`src/rtl/alu_sequencer.sv`:
```
// Multi-cycle controller that feeds an external ALU from a small register file
// and writes the ALU result back with a zero flag (IDLE -> EXEC -> WB).
module alu_sequencer #(
  parameter int DATA_W = 4,
  parameter int NREG   = 4
) (
  input  logic                     clk,
  input  logic                     reset,
  input  logic                     instr_valid,
  output logic                     instr_ready,
  input  logic [4+3*$clog2(NREG)+DATA_W:0] instr,
  output logic [DATA_W-1:0]        alu_a,
  output logic [DATA_W-1:0]        alu_b,
  output logic [2:0]               alu_s,
  output logic                     alu_cin,
  input  logic [DATA_W-1:0]        alu_y,
  output logic                     done,
  output logic                     zero,
  output logic                     busy,
  input  logic [$clog2(NREG)-1:0]  dbg_addr,
  output logic [DATA_W-1:0]        dbg_data
);

  localparam int AW = $clog2(NREG);
  localparam int IW = 5 + 3*AW + DATA_W;

  localparam logic [1:0] IDLE = 2'd0;
  localparam logic [1:0] EXEC = 2'd1;
  localparam logic [1:0] WB   = 2'd2;

  logic [1:0]        state_q, state_d;
  logic [AW-1:0]     rd_q, rd_d;
  logic [DATA_W-1:0] aluA_q, aluA_d;
  logic [DATA_W-1:0] aluB_q, aluB_d;
  logic [2:0]        aluS_q, aluS_d;
  logic              aluCin_q, aluCin_d;
  logic [DATA_W-1:0] result_q, result_d;
  logic              zero_q, zero_d;
  logic              rfWe;
  logic [DATA_W-1:0] rf_q [NREG];

  logic              fCin;
  logic              fUseImm;
  logic [2:0]        fOp;
  logic [AW-1:0]     fRd;
  logic [AW-1:0]     fRa;
  logic [AW-1:0]     fRb;
  logic [DATA_W-1:0] fImm;

  assign fCin    = instr[IW-1];
  assign fUseImm = instr[IW-2];
  assign fOp     = instr[IW-3 -: 3];
  assign fRd     = instr[DATA_W+3*AW-1 -: AW];
  assign fRa     = instr[DATA_W+2*AW-1 -: AW];
  assign fRb     = instr[DATA_W+AW-1 -: AW];
  assign fImm    = instr[DATA_W-1:0];

  // Operands are read from the register file only while IDLE, after the
  // previous write-back has landed, so no forwarding path is needed.
  always_comb begin
    state_d  = state_q;
    rd_d     = rd_q;
    aluA_d   = aluA_q;
    aluB_d   = aluB_q;
    aluS_d   = aluS_q;
    aluCin_d = aluCin_q;
    result_d = result_q;
    zero_d   = zero_q;
    rfWe     = 1'b0;
    case (state_q)
      IDLE: begin
        if (instr_valid) begin
          rd_d     = fRd;
          aluA_d   = rf_q[fRa];
          aluB_d   = fUseImm ? fImm : rf_q[fRb];
          aluS_d   = fOp;
          aluCin_d = fCin;
          state_d  = EXEC;
        end
      end
      EXEC: begin
        result_d = alu_y;
        state_d  = WB;
      end
      WB: begin
        rfWe    = 1'b1;
        zero_d  = (result_q == '0);
        state_d = IDLE;
      end
      default: state_d = IDLE;
    endcase
  end

  always_ff @(posedge clk) begin
    if (reset) begin
      state_q  <= IDLE;
      rd_q     <= '0;
      aluA_q   <= '0;
      aluB_q   <= '0;
      aluS_q   <= '0;
      aluCin_q <= 1'b0;
      result_q <= '0;
      zero_q   <= 1'b0;
      for (int i = 0; i < NREG; i++) rf_q[i] <= '0;
    end else begin
      state_q  <= state_d;
      rd_q     <= rd_d;
      aluA_q   <= aluA_d;
      aluB_q   <= aluB_d;
      aluS_q   <= aluS_d;
      aluCin_q <= aluCin_d;
      result_q <= result_d;
      zero_q   <= zero_d;
      if (rfWe) rf_q[rd_q] <= result_q;
    end
  end

  assign instr_ready = (state_q == IDLE);
  assign busy        = !instr_ready;
  assign done        = (state_q == WB);
  assign zero        = zero_q;
  assign alu_a       = aluA_q;
  assign alu_b       = aluB_q;
  assign alu_s       = aluS_q;
  assign alu_cin     = aluCin_q;
  assign dbg_data    = rf_q[dbg_addr];

endmodule

```
`config.mk`:
```
export PLATFORM = sky130hd
export DESIGN_NAME = alu_sequencer
export DESIGN_NICKNAME = d
export VERILOG_FILES = /design/src/rtl/alu_sequencer.sv
export SDC_FILE = /design/constraint.sdc
export NUM_CORES = 1
export LEC_CHECK = 0
export ABC_AREA = 1
export BUFFER_PORTS_ARGS = -buffer_cell sky130_fd_sc_hd__buf_2
export CAP_MARGIN = 30
export CORE_MARGIN = 2
export CORE_UTILIZATION = 40
export CTS_CLUSTER_SIZE = 20
export DETAILED_ROUTE_END_ITERATION = 12
export GPL_TIMING_DRIVEN = 0
export PLACE_DENSITY = 0.64
export SLEW_MARGIN = 25
export SYNTH_ARGS = -nofsm -noshare
export SYNTH_HDL_FRONTEND = slang
export SYNTH_SLANG_ARGS = --single-unit
```
`constraint.sdc`:
```
create_clock -name clk -period 1.7 [get_ports clk]
set_input_delay 0.255 -clock clk [delete_from_list [all_inputs] [get_ports clk]]
set_output_delay 0.255 -clock clk [all_outputs]
set_load 0.01 [all_outputs]
```
==> metrics.md, run 1 <==
| Metric | Value |
|---|---|
| DRT Wirelength | 4.11 mm |
| WP data arrival | between 1 and 1.5 ns |
| DP HPWL | 3.17 mm |
| Setup bufs post-CTS | 0 |
| Largest net degree at the start of global routing | 12 |
| Total grt overflow | 0 |
| Routed Antenna Nets | 0 |
| Status | finished clean |
| Maximum VDD drop | around 0.0006 V |
| Hold path cells | 3 |
| Initial core utilization | 42.0% |
| # nets final | ~300 |
| Vias post-DR | 1,634 |
| # resized after CTS | 0 |
| Reg2reg end | rf_q[2][3] |
| Drt drc | 0 |
| Yosys reg bits | 37 |
| DRT iter0 DRCs | 54 |
| Clock Tree Buf Depth | 2 |
| Hold Path Origin | instr[12] |
| R2r setup slk | approximately 0.36 ns |
| Max Clock Skew | 0.00391 ns |
| Layout Utilization | 50.1% |
| FMAX | 683 MHz |
| ANT cells | 0 |
| Routed vias/inst | 4.91 |
| Total Power | approximately 1.9 mW |
| Final std cells w/o fill | ~330 |
| Distinct cells, synth | 25 |
| Fillcell total | roughly 440 |
| PwrDens | between 800 and 900 nW/um^2 |
| Total Neg Setup Slack | 0 ns |
| Fin crit share | 86.1% |
| Most common cell after layout, fill and taps aside | buf_2 |
| Clock root cell | clkbuf_8 |
| I/O Pins | 44 |
| Max-Cap Viols | 0 |
| Initial antenna violation count | 0 |
| Layout cells sized above 1 | roughly a quarter |
| Yosys top cell by area | edfxtp_1 |
| Reg2reg path depth | 6 |
| Setup crit start kind | register |
| Max Slew Vio Count | 0 |
| # port buffers | 41 |
| Type of the worst setup path | register to output pin |
| Die height | 71.9 um |
| Worst-margin pin slew | about 0.24 ns |
| FP Rows | 24 |
| Endpoints failing setup | 0 |
| Vias in the first global route | 1,533 |
| Synth Warn # | 0 |
| Reported leakage power | 1.00 nW |
| Clk slew on worst S/H paths | roughly 0.070 ns |
| Synth Net Count | 256 |
| Yosys top cell area share | 26.1% |
| Hold Path Sink | alu_s[2] |
| CP Max Fanout | 2 |
| Clk sink count | 37 |
| Placed Cells | 325 |
| Worst Hold Class | input port to register |
| Rel. slew slack | between 80% and 90% |
| Commonest cells after routing, fill and taps aside | buf_2 (43), nand2_1 (42), nor2_1 (42) |
| H-tree depth | 2 |
| Die footprint | 5170 um^2 |
| Routed wire per std cell | 12.3 um |
| Die width | 71.9 um |
| Syn Std Cell Area | between 1500 and 2000 um^2 |
| Global-route wire length before repair | 6.87 mm |
| Hold Buf Count CTS | 0 |
| Data required time of the critical path | 1.44 ns |
| Synth top area cells | edfxtp_1 (26%), dfxtp_1 (23%), nand2_1 (8.6%) |
| Core area | 4380 um^2 |
| TritonRoute pass-1 iters | 6 |
| Min cycle time layout | 1.46 ns |
| Clock buffer count from CTS | 5 |
| Global placement routability congestion | 0.866 |
| P&R area growth vs syn | 19.1% |
| Sequential fraction of the synthesis area | just under 50% |
| R2r startpoint | state_q[1] |
| Worst Setup SP | rf_q[1][0] |
| Final Hold Viols | 0 |
| Multi-input gate area | 762 um^2 |
| Mapped Cells | 232 |
| Clock Latency Late Sink | 0.29 ns |
| Area occupied by registers | between 900 and 1000 um^2 |
| Total GRT Usage | 17.5% |
| Crit end category | output pin |
| RSZ-0062 raised after global routing | false |
| CTS tree | yes |
| Mean post-synth cell area | 7.94 um^2 |
power breakdown:
| group | internal (mW) | switching, mW |
|---|---|---|
| Combinational | 0.127 | 0.188 |
| Clock | 0.275 | 0.290 |
| Sequential | 0.980 | 0.0362 |
| Total | 1.38 | 0.514 |
stage by stage:
| stage | area (um^2) | hold slack, ns | setup WS [ns] |
|---|---|---|---|
| global route | 2190 | 0.219 | 0.148 |
| CTS | 2190 | 0.207 | 0.224 |
| floorplan | 1840 | 0.418 | 0.428 |
| global placement | 2110 | 0.453 | 0.316 |
| finish | 2190 | 0.209 | 0.236 |
| detailed placement | 2110 | 0.447 | 0.309 |
Yosys cell counts:
cell type and count:
a21oi_1 24, a21oi_2 1, a31oi_1 1, buf_12 1, buf_2 2, buf_4 2, buf_6 1, clkbuf_8 1
dfxtp_1 21, edfxtp_1 16, inv_1 25, inv_2 2, inv_6 1, nand2_1 42, nand2_2 3, nand2_4 1
nand3_1 12, nand3_2 4, nand4_1 2, nor2_1 42, nor2_2 2, nor2_4 2, o211ai_1 4, o21ai_0 19
o21ai_2 1
flip-flops by register name (all words and copies together), names as in the netlist:
name      count
result_q      4
alu_a         4
alu_b         4
zero          1
state_q       2
rd_q          2
rf_q         16
alu_s         3
alu_cin       1
kinds of logic after synthesis:
| kind of cell | count (synthesis) | share of synthesized area [%] |
|---|---|---|
| simple gates | 110 | 26.7 |
| compound gates | 50 | 14.6 |
| flops | 37 | 48.9 |
| buf+inv | 35 | 9.78 |
cell type report:
cell class,count,share of cell area [%]
Sequential cell,37,41.0
Multi-Input combinational cell,160,34.7
Timing Repair Buffer,41,9.35
Inverter,28,5.02
Buffer,7,3.19
Clock buffer,5,3.14
Tap cell,52,2.96
Clock inverter,3,0.570
critical path, stage by stage, from the launching register on:
cell and delay, ns:
edfxtp_1 0.36, inv_1 0.07, o21ai_0 0.17, a21oi_1 0.06
a21oi_1 0.12, buf_2 0.15
worst max path at each step:
stage	to	cells after the start
final	dbg_data[0]	5
after global routing	dbg_data[3]	5
after CTS	dbg_data[0]	5
after detailed placement	rf_q[2][0]	6
after global placement	rf_q[2][1]	6
after floorplan	rf_q[0][0]	6
layer usage:
layer | share of wire, % | track usage [%] | vias to the layer above
met5 | 0 | 0 | -
met2 | 46 | 28.7 | 44
met3 | 5.4 | 4.92 | 8
met1 | 47 | 22.1 | 728
met4 | 1.5 | 6.29 | 0
li1 | - | - | 854
Power figures use the tool's default switching activity.
==> run 2, diff against run 1 <==
Settings changed: ABC_AREA 1 to 0, PLACE_DENSITY 0.64 to 0.65.
Clock period 1.7 ns to 1.6 ns, I/O delays scaled along.
==> run 2 against run 1 <==
Effect of this change:
- clock skew up 0.0058 ns
- final cell count decreased by 24%
- die area shrank 4.6%
- wire length fell by 7.5%
- cell area shrank 1.6%
- critical endpoint is now dbg_data[2]
- largest cell class unchanged
==> metrics.md, run 2 <==
| Metric | Value |
|---|---|
| Yosys top cell by area | edfxtp_1 |
| WP data arrival | 1.35 ns (+0.14 ns) |
| Pre-CTS setup slack | 0.205 ns (-0.105 ns) |
| Status | finished clean |
| I/O Pins | 44 (unchanged) |
| Reported leakage power | 0.939 nW (-6.5%) |
| CP Max Fanout | 2 (unchanged) |
| Yosys reg bits | 37 (unchanged) |
| Fin area | 2160 um^2 (-1.6%) |
| Distinct cells, synth | 26 (+4.0%) |
| Total GRT Usage | 16.4% (-1.1 points) |
| Clock buffer count from CTS | 5 (unchanged) |
| # port buffers | 41 (unchanged) |
| FP Rows | 24 (unchanged) |
| Reg2reg path depth | 3 (-3) |
| Clock Tree Buf Depth | 2 (unchanged) |
| Sequential share of power | 53.4% (-0.2 points) |
| Global-route wire length before repair | 6.18 mm (-10%) |
| Commonest cells after routing, fill and taps aside | buf_2 (42), dfxtp_1 (21), nand2_1 (20) |
| Synth Warn # | 0 (unchanged) |
| Routed Antenna Nets | 0 (unchanged) |
| Synth async-reset ratio | 0% (unchanged) |
| Reg2reg end | rf_q[0][2] |
| Largest reg by FF count | rf_q |
| Data required time of the critical path | 1.36 ns (-0.08 ns) |
| Max incr delay on CP | 0.51 ns (+0.15 ns) |
| Global placement routability congestion | 0.905 (+4.5%) |
| Final worst slack | 0.00986 ns (-0.226 ns) |
| Initial core utilization | 40.9% (-1.2 points) |
| Yosys top cell area share | 27.4% (+1.3 points) |
| CTS tree | yes |
| DRT iter0 DRCs | 70 (+30%) |
| Ys flop type | dfxtp_1 |
| Routed vias/inst | 5.19 (+5.8%) |
| Final Hold Viols | 0 (unchanged) |
| Core area | 4290 um^2 (-2.1%) |
| Hold path cells | 3 (unchanged) |
| Bufs and invs on worst path | 1 (-1) |
| Post-synthesis simple-gate area fraction | 19.4% (-7.3 points) |
| Clock power share | 32.4% (+2.6 points) |
| Routed wire per std cell | 15.0 um (+22%) |
| Crit path cell chain | mux4_2 -> buf_6 |
| Final hold slack | 0.201 ns (-0.00831 ns) |
| Die width | 70.2 um (-2.3%) |
| Most numerous cell in the Yosys netlist | dfxtp_1 |
| Max-Cap Viols | 0 (unchanged) |
| Synth Net Count | 172 (-33%) |
| Total grt overflow | 0 (unchanged) |
| Commonest cells post-synth | dfxtp_1 (21), nand2_1 (20), and2_1 (16), edfxtp_1 (16), nor2_1 (14) |
| Crit end category | output pin |
| Pint | 1.53 mW (+11%) |
| Worst-margin pin slew | 0.447 ns (+0.204 ns) |
| Sequential fraction of the synthesis area | 51.4% (+2.5 points) |
| Max Slew Vio Count | 0 (unchanged) |
| Slowest-stage cell, CP | mux4_2 |
| # nets final | 224 (-26%) |
| Max reg flops | 16 (unchanged) |
| Total Power | 2.01 mW (+5.8%) |
| TritonRoute pass-1 iters | 4 (-2) |
| DP HPWL | 2.96 mm (-6.6%) |
| PwrDens | 929 nW/um^2 (+7.5%) |
| Drt drc | 0 (unchanged) |
| RSZ-0062 raised after global routing | true |
| Setup crit start kind | register |
| Syn Std Cell Area | 1750 um^2 (-4.8%) |
| H-tree depth | 2 (unchanged) |
| FMAX | 629 MHz |
| Vias in the first global route | 1,320 (-14%) |
| Layout Utilization | 50.3% (+0.23 points) |
| Rel. slew slack | 70.2% (-14 points) |
| Post-synthesis adder-cell area fraction | 0% (unchanged) |
| Endpoints failing setup | 0 (unchanged) |
| Hold Path Origin | instr[9] |
| Synth Area in XOR/XNOR | 0% (unchanged) |
| Post-synthesis mux area share | 19.1% (+19 points) |
| Hold Path Sink | rd_q[1] |
| Max Clock Skew | 0.00974 ns (+0.00583 ns) |
| Number of synthesized flops with an enable pin | 16 (unchanged) |
| Dpl cell area | 2020 um^2 (-4.2%) |
| R2r setup slk | 0.16 ns (-0.20 ns) |
| Layout cells sized above 1 | 39.3% (+14 points) |
| Worst Hold Class | input port to register |
| Most common cell after layout, fill and taps aside | buf_2 |
| Combinational Power Share | 14.2% (-2.4 points) |
| ANT cells | 0 (unchanged) |
| Clk slew on worst S/H paths | 0.07 ns (about the same) |
| R2r startpoint | state_q[0] |
| Initial antenna violation count | 0 (unchanged) |
| Mean post-synth cell area | 11.9 um^2 (+49%) |
| Largest net degree at the start of global routing | 12 (unchanged) |
| Largest family of logic cells by synthesized area | simple AND/OR/NAND/NOR gates |
| P&R area growth vs syn | 23.1% |
| Clock root cell | clkbuf_8 |
| Die height | 70.2 um (-2.3%) |
| Delay-heaviest family, CP | multiplexers |
| Min cycle time layout | around 1.6 ns |
| Synth top area cells | edfxtp_1 (27%), dfxtp_1 (24%), mux4_2 (10%) |
| Switching share of power | 23.7% (-3.4 points) |
| Clk sink count | 37 (unchanged) |
| Mapped Cells | 148 (-36%) |
| Maximum VDD drop | 0.000592 V (+0.74%) |
| Synth Area in Compound Gates | 7.35% (-7.2 points) |
| Net switching power | 476 uW (-7.4%) |
| Clock Latency Late Sink | 0.28 ns (about the same) |
| Type of the worst setup path | register to output pin |
| DRT Wirelength | 3.80 mm (-7.5%) |
| Fin crit share | 99.4% |
| Die footprint | 4930 um^2 (-4.6%) |
| Vias post-DR | 1,313 (-20%) |
-- run 2: how the worst max path moves through the flow --
| stage | to | slack, ns | depth (start not counted) | start |
|---|---|---|---|---|
| after floorplan | rf_q[3][0] | 0.27 | 2 | state_q[1] |
| after global placement | rf_q[0][0] | 0.22 | 3 | state_q[0] |
| after detailed placement | rf_q[0][2] | 0.20 | 3 | state_q[0] |
| after CTS | dbg_data[2] | 0.003 | 2 | rf_q[3][2] |
| after global routing | dbg_data[2] | -0.03 | 2 | rf_q[2][2] |
| final | dbg_data[2] | 0.01 | 2 | rf_q[3][2] |
-- run 2: repair_timing --
item / 4_1_cts / 5_1_grt
setup endpoints to repair: 0 / 5
resized for setup: 0 / 3
buffers inserted: 0 / 4
hold buffers: 0 / 0
-- run 2: metal layers --
metal	vias to the layer above	wire [um]	track usage [%]
li1	646	-	-
met1	615	1620	18.5
met2	48	1880	28.5
met3	4	254	5.63
met4	0	44	6.41
met5	-	0	0
-- run 2: cells by family after synthesis --
kind of cell	Yosys count
simple gates	63
flops	37
buf+inv	8
mux	21
compound gates	19
-- run 2: area by class of cell --
type	instances	area, um^2
flip-flops and latches	37	901
clock buffers	8	90.1
fillers	386	2130
inverters	1	3.75
well taps	52	65.1
plain buffers	7	45.0
multi-input cells	103	807
repair buffers	45	248
-- run 2: power groups by stage --
stage	registers [mW]	clock network [mW]	logic, mW
2_1_floorplan	1.09	0	0.165
3_3_place_gp	1.09	0	0.265
3_5_place_dp	1.09	0	0.274
4_1_cts	1.07	0.662	0.275
5_1_grt	1.08	0.711	0.312
6_report	1.07	0.650	0.285
-- run 2: worst min-delay path: stages --
cell and delay (ns):
buf_2 0.09, nand2_1 0.05, a21oi_1 0.05
-- run 2: metrics by stage --
step | TNS (ns) | std cells
4_1_cts | 0 | 249
2_1_floorplan | 0 | 148
5_1_grt | -0.0581 | 253
6_report | 0 | 253
3_3_place_gp | 0 | 241
3_5_place_dp | 0 | 241
==> run 3, diff against run 2 <==
Settings changed: BUFFER_PORTS_ARGS -buffer_cell sky130_fd_sc_hd__buf_2 to not set, DONT_BUFFER_PORTS set to 1, PLACE_DENSITY 0.65 to 0.56, SLEW_MARGIN 25 to 15.
Clock period 1.6 ns to 1.75 ns, I/O delays scaled along.
==> run 3 against run 2 <==
Effect of this change:
- wire length is 3.9% lower
- combinational power down 36%
- count of clock-buffer cells in the layout down 3
- final cell count decreased by 18%
- core utilization shrank 5.9 points
- highest routed layer unchanged
==> metrics.md, run 3 (synthesized netlist as in run 2, its figures left out) <==
| Metric | Value |
|---|---|
| Status | finished clean |
| Clock power share | 33.0% (+0.6 points) |
| R2r setup slk | 0.25 ns (+0.09 ns) |
| Slowest-stage cell, CP | mux4_2 |
| Type of the worst setup path | register to output pin |
| WP data arrival | 1.26 ns (-0.09 ns) |
| Global-route wire length before repair | 5.88 mm (-4.8%) |
| Commonest cells after routing, fill and taps aside | dfxtp_1 (21), nand2_1 (20), and2_1 (16), edfxtp_1 (16), nor2_1 (14) |
| Most common cell after layout, fill and taps aside | dfxtp_1 |
| Bufs and invs on worst path | 0 (-1) |
| Hold Path Sink | rd_q[1] |
| Hold path cells | 2 (-1) |
| Fin crit share | ~87% |
| Clock buffer count from CTS | 5 (unchanged) |
| Clk sink count | 37 (unchanged) |
| ANT cells | 0 (unchanged) |
| Area occupied by registers | 901 um^2 (unchanged) |
| Clock Tree Buf Depth | 2 (unchanged) |
| Die height | 70.2 um (unchanged) |
| I/O Pins | 44 (unchanged) |
| # port buffers | 0 (-100%) |
| FMAX | about 660 MHz |
| Global placement routability congestion | 0.819 (-9.6%) |
| R2r startpoint | state_q[1] |
| Pint | 1.31 mW (-15%) |
| Die width | 70.2 um (unchanged) |
| Die footprint | 4930 um^2 (unchanged) |
| CTS tree | yes |
| Hold Path Origin | instr[9] |
| CP Max Fanout | 3 (+1) |
| P&R area growth vs syn | 8.63% |
| Total grt overflow | 0 (unchanged) |
| Final Hold Viols | 0 (unchanged) |
| Min cycle time layout | 1.52 ns |
| Vias in the first global route | 1,187 (-10%) |
| Core area | 4290 um^2 (unchanged) |
| Routed Antenna Nets | 0 (unchanged) |
| Rel. slew slack | 67.8% (-2.4 points) |
| Reg2reg path depth | 2 (-1) |
| Maximum VDD drop | 0.000364 V (-38%) |
| Fillcell total | 400 (+3.6%) |
| Delay-heaviest family, CP | multiplexers |
| Max Slew Vio Count | 0 (unchanged) |
| # resized after CTS | 0 (unchanged) |
| Largest reg by FF count | rf_q |
| Clock root cell | clkbuf_8 |
| Initial antenna violation count | 0 (unchanged) |
| Total Neg Setup Slack | 0 ns (unchanged) |
| Routed wire per std cell | 17.6 um (+17%) |
| TritonRoute pass-1 iters | 4 (unchanged) |
| Placed Cells | 200 (-17%) |
| Worst Hold Class | input port to register |
| Largest net degree at the start of global routing | 13 (+1) |
| Routed vias/inst | 5.59 (+7.7%) |
| Layout cells sized above 1 | 22.4% (-17 points) |
| Final std cells w/o fill | 208 (-18%) |
| Endpoints failing setup | 0 (unchanged) |
| Sequential share of power | 56.7% (+3.3 points) |
| Initial core utilization | 40.9% (unchanged) |
| Reg2reg end | rf_q[3][1] |
| Multi-input gate area | 805 um^2 (-0.31%) |
| DRT Wirelength | 3.65 mm (-3.9%) |
| Setup crit start kind | register |
| Clk slew on worst S/H paths | 0.07 ns (about the same) |
| Max reg flops | 16 (unchanged) |
| H-tree depth | 2 (unchanged) |
| Max Clock Skew | 0.00867 ns (-0.00107 ns) |
| Vias post-DR | 1,163 (-11%) |
| Hold Buf Count CTS | 0 (unchanged) |
| Crit end category | output pin |
| Net switching power | 441 uW (-7.3%) |
| Total GRT Usage | 15.5% (-0.92 points) |
| Reported leakage power | 0.732 nW (-22%) |
| Crit path cell chain | mux4_2 |
| RSZ-0062 raised after global routing | false |
| FP Rows | 24 (unchanged) |
| Max-Cap Viols | 0 (unchanged) |
| PwrDens | 918 nW/um^2 (-1.2%) |
| Worst-margin pin slew | 0.484 ns (+0.0363 ns) |
| Clock Latency Late Sink | 0.29 ns (about the same) |
| # nets final | 179 (-20%) |
| Combinational Power Share | 10.3% (-3.9 points) |
| Setup bufs post-CTS | 0 (unchanged) |
| Data required time of the critical path | 1.49 ns (+0.13 ns) |
| Drt drc | 0 (unchanged) |
| Switching share of power | 25.2% (+1.5 points) |
| DRT iter0 DRCs | 70 (unchanged) |
| Max incr delay on CP | 0.54 ns (+0.03 ns) |
[run 3: changes by cell type in the layout (fill, tap and decap cells not counted)]
| cell | before | now |
|---|---|---|
| clkbuf_1 | 4 | 2 |
| buf_4 | 4 | 0 |
| nor2b_2 | 1 | 0 |
| clkbuf_8 | 6 | 5 |
| nor2b_1 | 0 | 1 |
| clkinv_2 | 0 | 2 |
| clkinvlp_4 | 0 | 1 |
| buf_6 | 4 | 2 |
| buf_2 | 42 | 3 |
[run 3: metrics by stage]
stage                     setup slack (ns)  util (%)  hold WS, ns  area, um^2  total power [mW]
final                                0.229      44.4        0.114        1910              1.75
after global routing                 0.138      44.4        0.110        1910              1.82
after CTS                            0.223      44.4        0.109        1910              1.76
after detailed placement             0.245      42.4        0.415        1820              1.19
after global placement               0.268      42.4        0.401        1820              1.18
after floorplan                      0.424         -        0.398        1750              1.15
[run 3: how the worst max path moves through the flow]
stage / slack [ns] / cells after the start / end / startpoint
2_1_floorplan: 0.42 / 2 / rf_q[3][0] / state_q[1]
3_3_place_gp: 0.27 / 2 / rf_q[3][3] / state_q[1]
3_5_place_dp: 0.24 / 2 / rf_q[3][1] / state_q[1]
4_1_cts: 0.22 / 1 / dbg_data[2] / rf_q[2][2]
5_1_grt: 0.14 / 2 / rf_q[3][1] / state_q[1]
6_report: 0.23 / 1 / dbg_data[2] / rf_q[2][2]
[run 3: metal layers]
| layer | vias up | share of wire [%] | GRT usage [%] |
|---|---|---|---|
| met2 | 37 | 49 | 25.3 |
| met4 | 0 | 2.2 | 6.41 |
| met3 | 10 | 6.5 | 5.63 |
| met5 | - | 0 | 0 |
| li1 | 552 | - | - |
| met1 | 564 | 42 | 18.6 |
[run 3: power groups by stage]
| stage | clock network (mW) | registers [mW] | logic, mW |
|---|---|---|---|
| 6_report | 0.578 | 0.991 | 0.181 |
| 5_1_grt | 0.624 | 0.998 | 0.199 |
| 4_1_cts | 0.588 | 0.993 | 0.182 |
| 3_5_place_dp | 0 | 1.01 | 0.182 |
| 3_3_place_gp | 0 | 1.01 | 0.174 |
| 2_1_floorplan | 0 | 0.997 | 0.151 |
[run 3: layout make-up]
class	instances	area share (%)
flip-flops and latches	37	47.3
multi-input cells	103	42.2
clock buffers	5	3.61
well taps	52	3.41
plain buffers	7	2.36
clock inverters	3	0.919
inverters	1	0.197
